===== config.mk =====
export PLATFORM = sky130hd
export DESIGN_NAME = alu_arbiter_flat
export DESIGN_NICKNAME = d
export VERILOG_FILES = /design/src/rtl/alu_arb_pkg.sv /design/src/rtl/alu_arbiter_if.sv /design/src/rtl/alu_arbiter_alu.sv /design/src/rtl/alu_arbiter.sv /design/src/flat_wrapper.sv
export SDC_FILE = /design/constraint.sdc
export NUM_CORES = 1
export LEC_CHECK = 0
export ABC_AREA = 0
export BUFFER_PORTS_ARGS = -buffer_cell sky130_fd_sc_hd__buf_2
export CAP_MARGIN = 10
export CORE_MARGIN = 1
export CORE_UTILIZATION = 40
export CTS_BUF_LIST = sky130_fd_sc_hd__clkbuf_16
export DETAILED_ROUTE_END_ITERATION = 10
export GPL_ROUTABILITY_DRIVEN = 1
export PLACE_DENSITY = 0.66
export SYNTH_ARGS = -nofsm -noshare
export SYNTH_HDL_FRONTEND = slang
export SYNTH_SLANG_ARGS = --single-unit

===== constraint.sdc =====
create_clock -name clock -period 6 [get_ports clock]
set_input_delay 1.2 -clock clock [delete_from_list [all_inputs] [get_ports clock]]
set_output_delay 1.2 -clock clock [all_outputs]
set_load 0.03 [all_outputs]

===== src/rtl/alu_arb_pkg.sv =====
// alu_arbiter shared types: FSM states, ALU opcodes, widths.
// Optional result register build: ALU_ARB_OUTREG_EN.
package alu_arb_pkg;
  localparam int DATA_W = 32;
  localparam int OP_W   = 4;
  localparam int ID_W   = 1;
  localparam int NREQ   = 2;

  typedef enum logic [1:0] {
    IDLE = 2'd0,
    EXEC = 2'd1,
    RESP = 2'd2
  } arb_state_e;

  localparam logic [OP_W-1:0] ALU_ADD = 4'b0000;
  localparam logic [OP_W-1:0] ALU_SUB = 4'b0100;
  localparam logic [OP_W-1:0] ALU_AND = 4'b0001;
  localparam logic [OP_W-1:0] ALU_OR  = 4'b0101;
  localparam logic [OP_W-1:0] ALU_XOR = 4'b0010;
  localparam logic [OP_W-1:0] ALU_LUI = 4'b0110;
  localparam logic [OP_W-1:0] ALU_SLL = 4'b0011;
  localparam logic [OP_W-1:0] ALU_SRL = 4'b0111;
  localparam logic [OP_W-1:0] ALU_SRA = 4'b1111;

  function automatic logic is_zero(
    input logic [DATA_W-1:0] v
  );
    return v == '0;
  endfunction
endpackage


===== src/rtl/alu_arbiter_if.sv =====
// Request/response bundle between the two requesters,
// the response consumer and the ALU arbiter.
interface alu_arb_if;
  import alu_arb_pkg::*;

  logic [NREQ-1:0]   req_valid;
  logic [NREQ-1:0]   req_ready;
  logic [DATA_W-1:0] req0_a;
  logic [DATA_W-1:0] req0_b;
  logic [OP_W-1:0]   req0_aluc;
  logic [DATA_W-1:0] req1_a;
  logic [DATA_W-1:0] req1_b;
  logic [OP_W-1:0]   req1_aluc;
  logic              rsp_valid;
  logic              rsp_ready;
  logic [ID_W-1:0]   rsp_id;
  logic [DATA_W-1:0] rsp_s;
  logic              rsp_z;

  modport slave (
    input  req_valid,
    input  req0_a, req0_b, req0_aluc,
    input  req1_a, req1_b, req1_aluc,
    input  rsp_ready,
    output req_ready,
    output rsp_valid, rsp_id, rsp_s, rsp_z
  );

  modport master (
    output req_valid,
    output req0_a, req0_b, req0_aluc,
    output req1_a, req1_b, req1_aluc,
    output rsp_ready,
    input  req_ready,
    input  rsp_valid, rsp_id, rsp_s, rsp_z
  );
endinterface


===== src/rtl/alu_arbiter_alu.sv =====
// Datapath ALU: combinational a/b/aluc -> s/z.
// Opcodes outside the table give s=0, z=1.
module alu
  import alu_arb_pkg::*;
(
  input  logic [DATA_W-1:0] a,
  input  logic [DATA_W-1:0] b,
  input  logic [OP_W-1:0]   aluc,
  output logic [DATA_W-1:0] s,
  output logic              z
);
  always_comb begin
    s = '0;
    case (aluc)
      ALU_ADD: s = a + b;
      ALU_SUB: s = a - b;
      ALU_AND: s = a & b;
      ALU_OR:  s = a | b;
      ALU_XOR: s = a ^ b;
      ALU_LUI: s = {b[15:0], 16'h0000};
      // shift amount comes from a, shifted value from b
      ALU_SLL: s = b << a[4:0];
      ALU_SRL: s = b >> a[4:0];
      ALU_SRA: s = $unsigned($signed(b) >>> a[4:0]);
      default: s = '0;
    endcase
  end

  assign z = is_zero(s);
endmodule


===== src/rtl/alu_arbiter.sv =====
// Round-robin sharing of one ALU between two requesters.
// ALU_ARB_OUTREG_EN adds an EXEC state and result register.
module alu_arbiter
  import alu_arb_pkg::*;
(
  input  logic      clock,
  input  logic      reset,
  alu_arb_if.slave  bus
);
`ifdef ALU_ARB_OUTREG_EN
  localparam arb_state_e FILL = EXEC;
`else
  localparam arb_state_e FILL = RESP;
`endif

  arb_state_e        state_q, state_d;
  logic              last_q, last_d;
  logic [DATA_W-1:0] op_a_q, op_a_d;
  logic [DATA_W-1:0] op_b_q, op_b_d;
  logic [OP_W-1:0]   op_aluc_q, op_aluc_d;
  logic              op_id_q, op_id_d;

  logic              gnt_vld;
  logic              gnt_id;
  logic              slot_free;
  logic              accept;
  logic [DATA_W-1:0] alu_s;
  logic              alu_z;

  always_comb begin
    gnt_vld = 1'b0;
    gnt_id  = 1'b0;
    unique case (1'b1)
      (bus.req_valid == 2'b11): begin
        gnt_vld = 1'b1;
        gnt_id  = ~last_q;
      end
      (bus.req_valid == 2'b01): begin
        gnt_vld = 1'b1;
      end
      (bus.req_valid == 2'b10): begin
        gnt_vld = 1'b1;
        gnt_id  = 1'b1;
      end
      default: ;
    endcase
  end

  // drain-and-refill in one cycle: rsp_ready feeds req_ready
  assign slot_free = (state_q == IDLE) ||
                     (state_q == RESP && bus.rsp_ready);
  assign accept    = gnt_vld && slot_free && !reset;

  assign bus.req_ready = {accept && gnt_id,
                          accept && !gnt_id};

  always_comb begin
    state_d   = state_q;
    last_d    = last_q;
    op_a_d    = op_a_q;
    op_b_d    = op_b_q;
    op_aluc_d = op_aluc_q;
    op_id_d   = op_id_q;

    if (accept) begin
      last_d  = gnt_id;
      op_id_d = gnt_id;
      if (gnt_id) begin
        op_a_d    = bus.req1_a;
        op_b_d    = bus.req1_b;
        op_aluc_d = bus.req1_aluc;
      end else begin
        op_a_d    = bus.req0_a;
        op_b_d    = bus.req0_b;
        op_aluc_d = bus.req0_aluc;
      end
    end

    unique case (state_q)
      IDLE: begin
        if (accept) state_d = FILL;
      end
      EXEC: begin
        state_d = RESP;
      end
      RESP: begin
        if (bus.rsp_ready) begin
          state_d = accept ? FILL : IDLE;
        end
      end
      default: state_d = IDLE;
    endcase
  end

  always_ff @(posedge clock or posedge reset) begin
    if (reset) begin
      state_q   <= IDLE;
      last_q    <= 1'b1;
      op_a_q    <= '0;
      op_b_q    <= '0;
      op_aluc_q <= ALU_ADD;
      op_id_q   <= 1'b0;
    end else begin
      state_q   <= state_d;
      last_q    <= last_d;
      op_a_q    <= op_a_d;
      op_b_q    <= op_b_d;
      op_aluc_q <= op_aluc_d;
      op_id_q   <= op_id_d;
    end
  end

  alu u_alu (
    .a    (op_a_q),
    .b    (op_b_q),
    .aluc (op_aluc_q),
    .s    (alu_s),
    .z    (alu_z)
  );

  assign bus.rsp_valid = (state_q == RESP);
  assign bus.rsp_id    = op_id_q;

`ifdef ALU_ARB_OUTREG_EN
  logic [DATA_W-1:0] res_s_q, res_s_d;
  logic              res_z_q, res_z_d;

  always_comb begin
    res_s_d = res_s_q;
    res_z_d = res_z_q;
    if (state_q == EXEC) begin
      res_s_d = alu_s;
      res_z_d = alu_z;
    end
  end

  always_ff @(posedge clock or posedge reset) begin
    if (reset) begin
      res_s_q <= '0;
      res_z_q <= 1'b1;
    end else begin
      res_s_q <= res_s_d;
      res_z_q <= res_z_d;
    end
  end

  assign bus.rsp_s = res_s_q;
  assign bus.rsp_z = res_z_q;
`else
  assign bus.rsp_s = alu_s;
  assign bus.rsp_z = alu_z;
`endif
endmodule


===== src/flat_wrapper.sv =====
// flat-port wrapper written by rule: the top's interface ports become plain ports
module alu_arbiter_flat import alu_arb_pkg::*;
  (clock, reset, bus_req_valid, bus_req0_a, bus_req0_b, bus_req0_aluc, bus_req1_a, bus_req1_b, bus_req1_aluc, bus_rsp_ready, bus_req_ready, bus_rsp_valid, bus_rsp_id, bus_rsp_s, bus_rsp_z);
  alu_arb_if bus_i ();
  input  logic clock;
  input  logic reset;
  input wire logic [$bits(bus_i.req_valid)-1:0] bus_req_valid;
  input wire logic [$bits(bus_i.req0_a)-1:0] bus_req0_a;
  input wire logic [$bits(bus_i.req0_b)-1:0] bus_req0_b;
  input wire logic [$bits(bus_i.req0_aluc)-1:0] bus_req0_aluc;
  input wire logic [$bits(bus_i.req1_a)-1:0] bus_req1_a;
  input wire logic [$bits(bus_i.req1_b)-1:0] bus_req1_b;
  input wire logic [$bits(bus_i.req1_aluc)-1:0] bus_req1_aluc;
  input wire logic [$bits(bus_i.rsp_ready)-1:0] bus_rsp_ready;
  output wire logic [$bits(bus_i.req_ready)-1:0] bus_req_ready;
  output wire logic [$bits(bus_i.rsp_valid)-1:0] bus_rsp_valid;
  output wire logic [$bits(bus_i.rsp_id)-1:0] bus_rsp_id;
  output wire logic [$bits(bus_i.rsp_s)-1:0] bus_rsp_s;
  output wire logic [$bits(bus_i.rsp_z)-1:0] bus_rsp_z;
  assign bus_i.req_valid = bus_req_valid;
  assign bus_i.req0_a = bus_req0_a;
  assign bus_i.req0_b = bus_req0_b;
  assign bus_i.req0_aluc = bus_req0_aluc;
  assign bus_i.req1_a = bus_req1_a;
  assign bus_i.req1_b = bus_req1_b;
  assign bus_i.req1_aluc = bus_req1_aluc;
  assign bus_i.rsp_ready = bus_rsp_ready;
  assign bus_req_ready = bus_i.req_ready;
  assign bus_rsp_valid = bus_i.rsp_valid;
  assign bus_rsp_id = bus_i.rsp_id;
  assign bus_rsp_s = bus_i.rsp_s;
  assign bus_rsp_z = bus_i.rsp_z;
  alu_arbiter u_core (.clock(clock), .reset(reset), .bus(bus_i));
endmodule

* Yosys cells after proc, flatten, opt, wreduce, memory -nomap -nowiden *
Cells that the tools add are included.

storage, ports and cells
  logic and storage cells = 53
  output and inout bits = 37
  input port bits = 141
  bits in registers = 72

cells by class
  bitwise operators = 4
  add/subtract/negate cells = 2
  shifts and indexed selects = 3
  eq/ne operators = 15
  reduce and logical (&&, ||, !) cells = 13
  mux-type cells = 10

operators with widths
  cell                                                                   number
  32-bit case mux with 9 select lines                                    1
  32-bit 2-to-1 mux                                                      2
  32-bit adder                                                           1
  32-bit AND                                                             1
  32-bit logical NOT                                                     1
  32-bit OR                                                              1
  32-bit by 5-bit << shifter with 32-bit output                          1
  32-bit by 5-bit >> shifter with 32-bit output                          1
  32-bit by 5-bit >>> shifter with 32-bit output                         1
  32-bit subtractor                                                      1
  32-bit bitwise XOR                                                     1
  4-bit by 3-bit equality test with 1-bit output, second input constant  4
  4-bit by 2-bit equality test with 1-bit output, second input constant  2
  2-bit equality test, second input constant                             3
  2-bit 2-to-1 mux                                                       3
  2-bit case mux with 3 select lines                                     1
  1-bit logical AND                                                      5
  2-bit by 1-bit equality test with 1-bit output, second input constant  2
  4-bit by 1-bit equality test with 1-bit output, second input constant  1
  4-bit equality test, second input constant                             1
  4-bit logical NOT                                                      1
  4-bit 2-to-1 mux                                                       1
  3-bit OR reduction                                                     1
  1-bit logical NOT                                                      2
  other kinds (8)                                                        8

* Longest topological paths before layout *
  depth after elaboration = 8
  depth in mapped cells = 23
  gate-level depth less buffers = 21

* Cells and area by module *
Synthesis repeated with hierarchy kept, for this count alone.

unflattened totals
  cell total of the unflattened synthesis = 1,633
  area total of the unflattened synthesis = 12,724.7 um2

modules (own cells, without submodules)
  module       sequential area each (um2)  instances  cells an instance  area each (um2)
  alu          0.0                         1          1,298              9,247.6
  alu_arbiter  1,778.0                     1          335                3,477.1

* Worst setup path before layout *
No wires, ideal clock.

  kind = reg-to-output
  from = register u_core.op_aluc_q[2]
  to = output bus_rsp_z
  stages on the path, launching flop included = 20
  setup slack = -0.946 ns
  buffers on the path = 6
  arrival time = 5.746 ns
  data required time = 4.800 ns
  cell sequence = dfrtp_1 clkbuf_1 clkbuf_1 buf_2 buf_2 nor4b_1 clkbuf_1 a31oi_1 xnor2_1 ha_1 clkbuf_1 nand2_1 nor3_1 a2111oi_2 nor4_1 nor3_1 o31ai_1 nand2_1 o311ai_0 nor4_2

on the way
  cells in the longest elaborated chain, start to end = 3
  elaborated cells between the ends (all ways) = 11
  classes of those cells = eq/ne (8); mux (1); reduce/logical (2)

ends and longest elaborated chain
  element                                            line                   text
  start, declared                                    alu_arbiter.sv:20      logic [OP_W-1:0] op_aluc_q, op_aluc_d;
  start signal, assigned                             alu_arbiter.sv:108     op_aluc_q <= op_aluc_d;
  4-bit equality test, or another cell as far along  alu_arbiter_alu.sv:14  case (aluc)
  32-bit case mux with 9 select lines *              alu_arbiter_alu.sv:14
  net bus_rsp_s[27]                                  flat_wrapper.sv:18     output wire logic [$bits(bus_i.rsp_s)-1:0] bus_rsp_s;
  32-bit logical NOT *                               alu_arb_pkg.sv:28      return v == '0;
  end, declared                                      flat_wrapper.sv:19     output wire logic [$bits(bus_i.rsp_z)-1:0] bus_rsp_z;

Mark *: on every way through the listed nets, which the timed path passes. The rest lies on a longest branch.

* Worst setup path in the final report *
  from = register u_core.op_b_q[5]
  to = output bus_rsp_z

on the way
  cells in the longest elaborated chain, start to end = 3
  elaborated cells between the ends (all ways) = 10
  classes of those cells = add/sub (2); shift (3); mux (1); bitwise (3); reduce/logical (1)

ends and longest elaborated chain
  element                                          line                   text
  start, declared                                  alu_arbiter.sv:19      logic [DATA_W-1:0] op_b_q, op_b_d;
  start signal, assigned                           alu_arbiter.sv:107     op_b_q <= op_b_d;
  32-bit subtractor, or another cell as far along  alu_arbiter_alu.sv:16  ALU_SUB: s = a - b;
  32-bit case mux with 9 select lines *            alu_arbiter_alu.sv:14
  32-bit logical NOT *                             alu_arb_pkg.sv:28

Mark *: on every way between the ends. The rest lies on a longest branch, timed or not.

==> metrics <==
drt initial violations approximately 1.8k; Max stage delay on crit path 0.50 ns; Max Cap Viol 0; sequential share of the synthesized area 14.3%; CTS tree yes; final worst-path setup slack -0.134 ns; H-tree depth 3; dpl cells 2154; diode count 0; setup violators final 1; total negative setup slack -0.134 ns; most common cell after layout, fill and taps aside nand2_1; WP data arrival about 4.9 ns; Min Clock Period, post-route between 6 and 7 ns; area delta synth->final 23.1%; Die W 178 um; fmax 163 MHz; Clock Path Buffers 2; Root Buffer clkbuf_16; cts hold-fix bufs 0; crit path kind reg2out; first-pass GRT wire length about 90 mm; Final Hold Vio Count 0; Final ANT Viol Nets 0; period utilization 102%; cell area after placement 14700 um^2; post-synthesis register bit count 71; CP startpoint kind flip-flop; via/cell ratio 6.70; unrepaired setup endpoints after global routing yes; worst slew pin tran 1.26 ns; Leak between 6 and 7 nW; clock sinks 71; Nets 2014; Initial Utilization between 40 and 50%; Fin Hold WS around 0.48 ns; Final Non-Filler Cells 2177; layout cells sized above 1 29.8%; IO Count 178; CTS Buf Count 9; Setup Skew 0.00570 ns; clk slew on worst S/H paths 0.06 ns; Critical-path top delay cell or4_4; total iterations of the first detailed-routing run 5; post-route cell area 15300 um^2; element type at the critical path end primary output; Die Height 178 um; Final HPWL DP 49.8 mm; Slew headroom 15.8%; routed len/inst 29.1 um; CP delay by family, top simple AND/OR/NAND/NOR gates; Worst IR Drop VDD 0.221 mV; Overall Global Routing Usage 39.9%; antenna violations before repair 1; Synth Instances 1555; P per Cell Area 380 nW/um^2; Netlist cell types 95; Max FO, Critical Path 3; Async SR Flop Fraction 100%; worst hold path class reg2reg; final WL 63.2 mm; FP Rows 64; Primary FF master, synth dfrtp_1; DIE AREA 31700 um^2; Data required, critical path roughly 4.8 ns; Power, Total 5.80 mW; CP cell instances nor4_4 -> and2_4 -> nand2_2 -> nor2_4 -> nand2_2 -> nor3_4 -> a41oi_2 -> xnor2_1 -> ha_1 -> nand4_1 -> buf_4 -> nor4_2 -> a32o_1 -> nor3_2 -> o221ai_1 -> a211o_2 -> or4_4 -> nor4b_4 -> nand2_1 -> nor4_4 -> buf_6; GPL Wtd Cong 1.13; total number of vias ~15k; Warnings, synthesis 0; Synth Area per Inst 7.98 um^2; GR Overflow Total 0; Mapped Nets approximately 1.8k; violated checks setup timing; Final Max Tran Viols 0; buffer and inverter count on the worst path 2; Skew-Pair Late Insertion Delay 0.35 ns; vias in the first global route about 13k; number of synthesized flops with an enable pin 0; most frequent cells in the layout nand2_1, buf_2, buf_4; pin count of the biggest net entering global routing between 100 and 150; number of port buffers 177; DRC violations left 0; core area 30600 um^2; run status finished, violations left; area of the mapped netlist 12400 um^2
-- worst reg2reg max path: stages (launching register included) --
cell	delay, ns
dfstp_2	0.38
a21boi_4	0.54
buf_4	0.78
mux2i_1	0.45
o21ai_0	0.12
-- power by group --
| part | switching, mW | total (mW) | internal [mW] | leakage [nW] |
|---|---|---|---|---|
| Sequential | 0.175 | 0.740 | 0.564 | 0.871 |
| Combinational | 2.79 | 4.51 | 1.72 | 5.90 |
| Clock | 0.232 | 0.558 | 0.326 | 0.147 |
| Total | 3.20 | 5.80 | 2.61 | 6.91 |
-- stage by stage --
| step | util [%] | worst slack [ns] |
|---|---|---|
| detailed placement | 48.0 | -0.107 |
| global placement | 48.0 | -0.0234 |
| CTS | 49.5 | -0.209 |
| floorplan | - | 0.00361 |
| finish | 49.9 | -0.134 |
| global route | 49.9 | -0.262 |
-- cells by family after synthesis --
kind of cell / count (synthesis) / share of synthesized area, %
simple gates: 460 / 18.3
fa+ha+maj: 97 / 9.84
flops: 71 / 14.3
mux: 222 / 23.3
buf+inv: 230 / 7.80
compound gates: 434 / 23.6
xor+xnor: 41 / 2.89
-- synthesized netlist by cell type (all sizes together) (18+ instances only) --
| cell | instances | area (um^2) |
|---|---|---|
| a211oi | 18 | 140 |
| a21oi | 58 | 294 |
| a22oi | 20 | 150 |
| buf | 42 | 262 |
| clkbuf | 107 | 402 |
| dfrtp | 70 | 1750 |
| ha | 96 | 1200 |
| inv | 80 | 300 |
| mux2 | 25 | 289 |
| mux2i | 148 | 1490 |
| mux4 | 49 | 1100 |
| nand2 | 187 | 702 |
| nand3 | 32 | 160 |
| nand4 | 19 | 119 |
| nor2 | 79 | 297 |
| nor3 | 35 | 175 |
| o21ai | 135 | 676 |
| o22ai | 19 | 119 |
| xnor2 | 38 | 333 |
-- per-layer routing --
layer	up-vias	wire (um)	track usage (%)
met1	7123	27300	57.4
met2	1021	26100	57.1
met4	2	3080	17.0
met5	-	13	0
met3	165	6790	7.84
li1	6276	-	-
-- final cells by class --
class                      instances  area [um^2]
clock buffer                       9          225
clock inverter                     7         77.6
fill                            3019        15300
inverter                          81          304
multi-input combinational       1254        10100
sequential                        71         1780
tap                              396          495
timing repair buffer             359         2330
-- repair_timing --
item | in CTS | in global routing
endpoints found under the hold margin | 0 | 0
gates cloned | 0 | 0
pin swaps | 26 | 21
buffers inserted | 3 | 4
gates resized for setup | 36 | 23
endpoints found under the setup margin | 3 | 5
-- flip-flops by register name (all words and copies together), names as in the netlist --
name,flops
u_core.bus.rsp_id,1
u_core.state_q,1
u_core.last_q,1
u_core.op_a_q,32
u_core.op_aluc_q,4
u_core.op_b_q,32
-- path summary, 6_finish.rpt --
check,startpoint,end,slack [ns],depth (start not counted)
worst max-delay path,u_core.op_b_q[5]$_DFFE_PP0P_,bus_rsp_z,-0.13,21
worst min-delay path,u_core.bus.rsp_id$_DFFE_PP0P_,u_core.bus.rsp_id$_DFFE_PP0P_,0.48,1
worst max register to register,u_core.last_q$_DFFE_PP1P_,u_core.op_b_q[17]$_DFFE_PP0P_,3.57,4
worst min register to register,u_core.bus.rsp_id$_DFFE_PP0P_,u_core.bus.rsp_id$_DFFE_PP0P_,0.48,1
max in group asynchronous,reset,u_core.op_a_q[0]$_DFFE_PP0P_,4.22,3
min in group asynchronous,reset,u_core.bus.rsp_id$_DFFE_PP0P_,1.13,3
(Power assumes the default switching activity.)
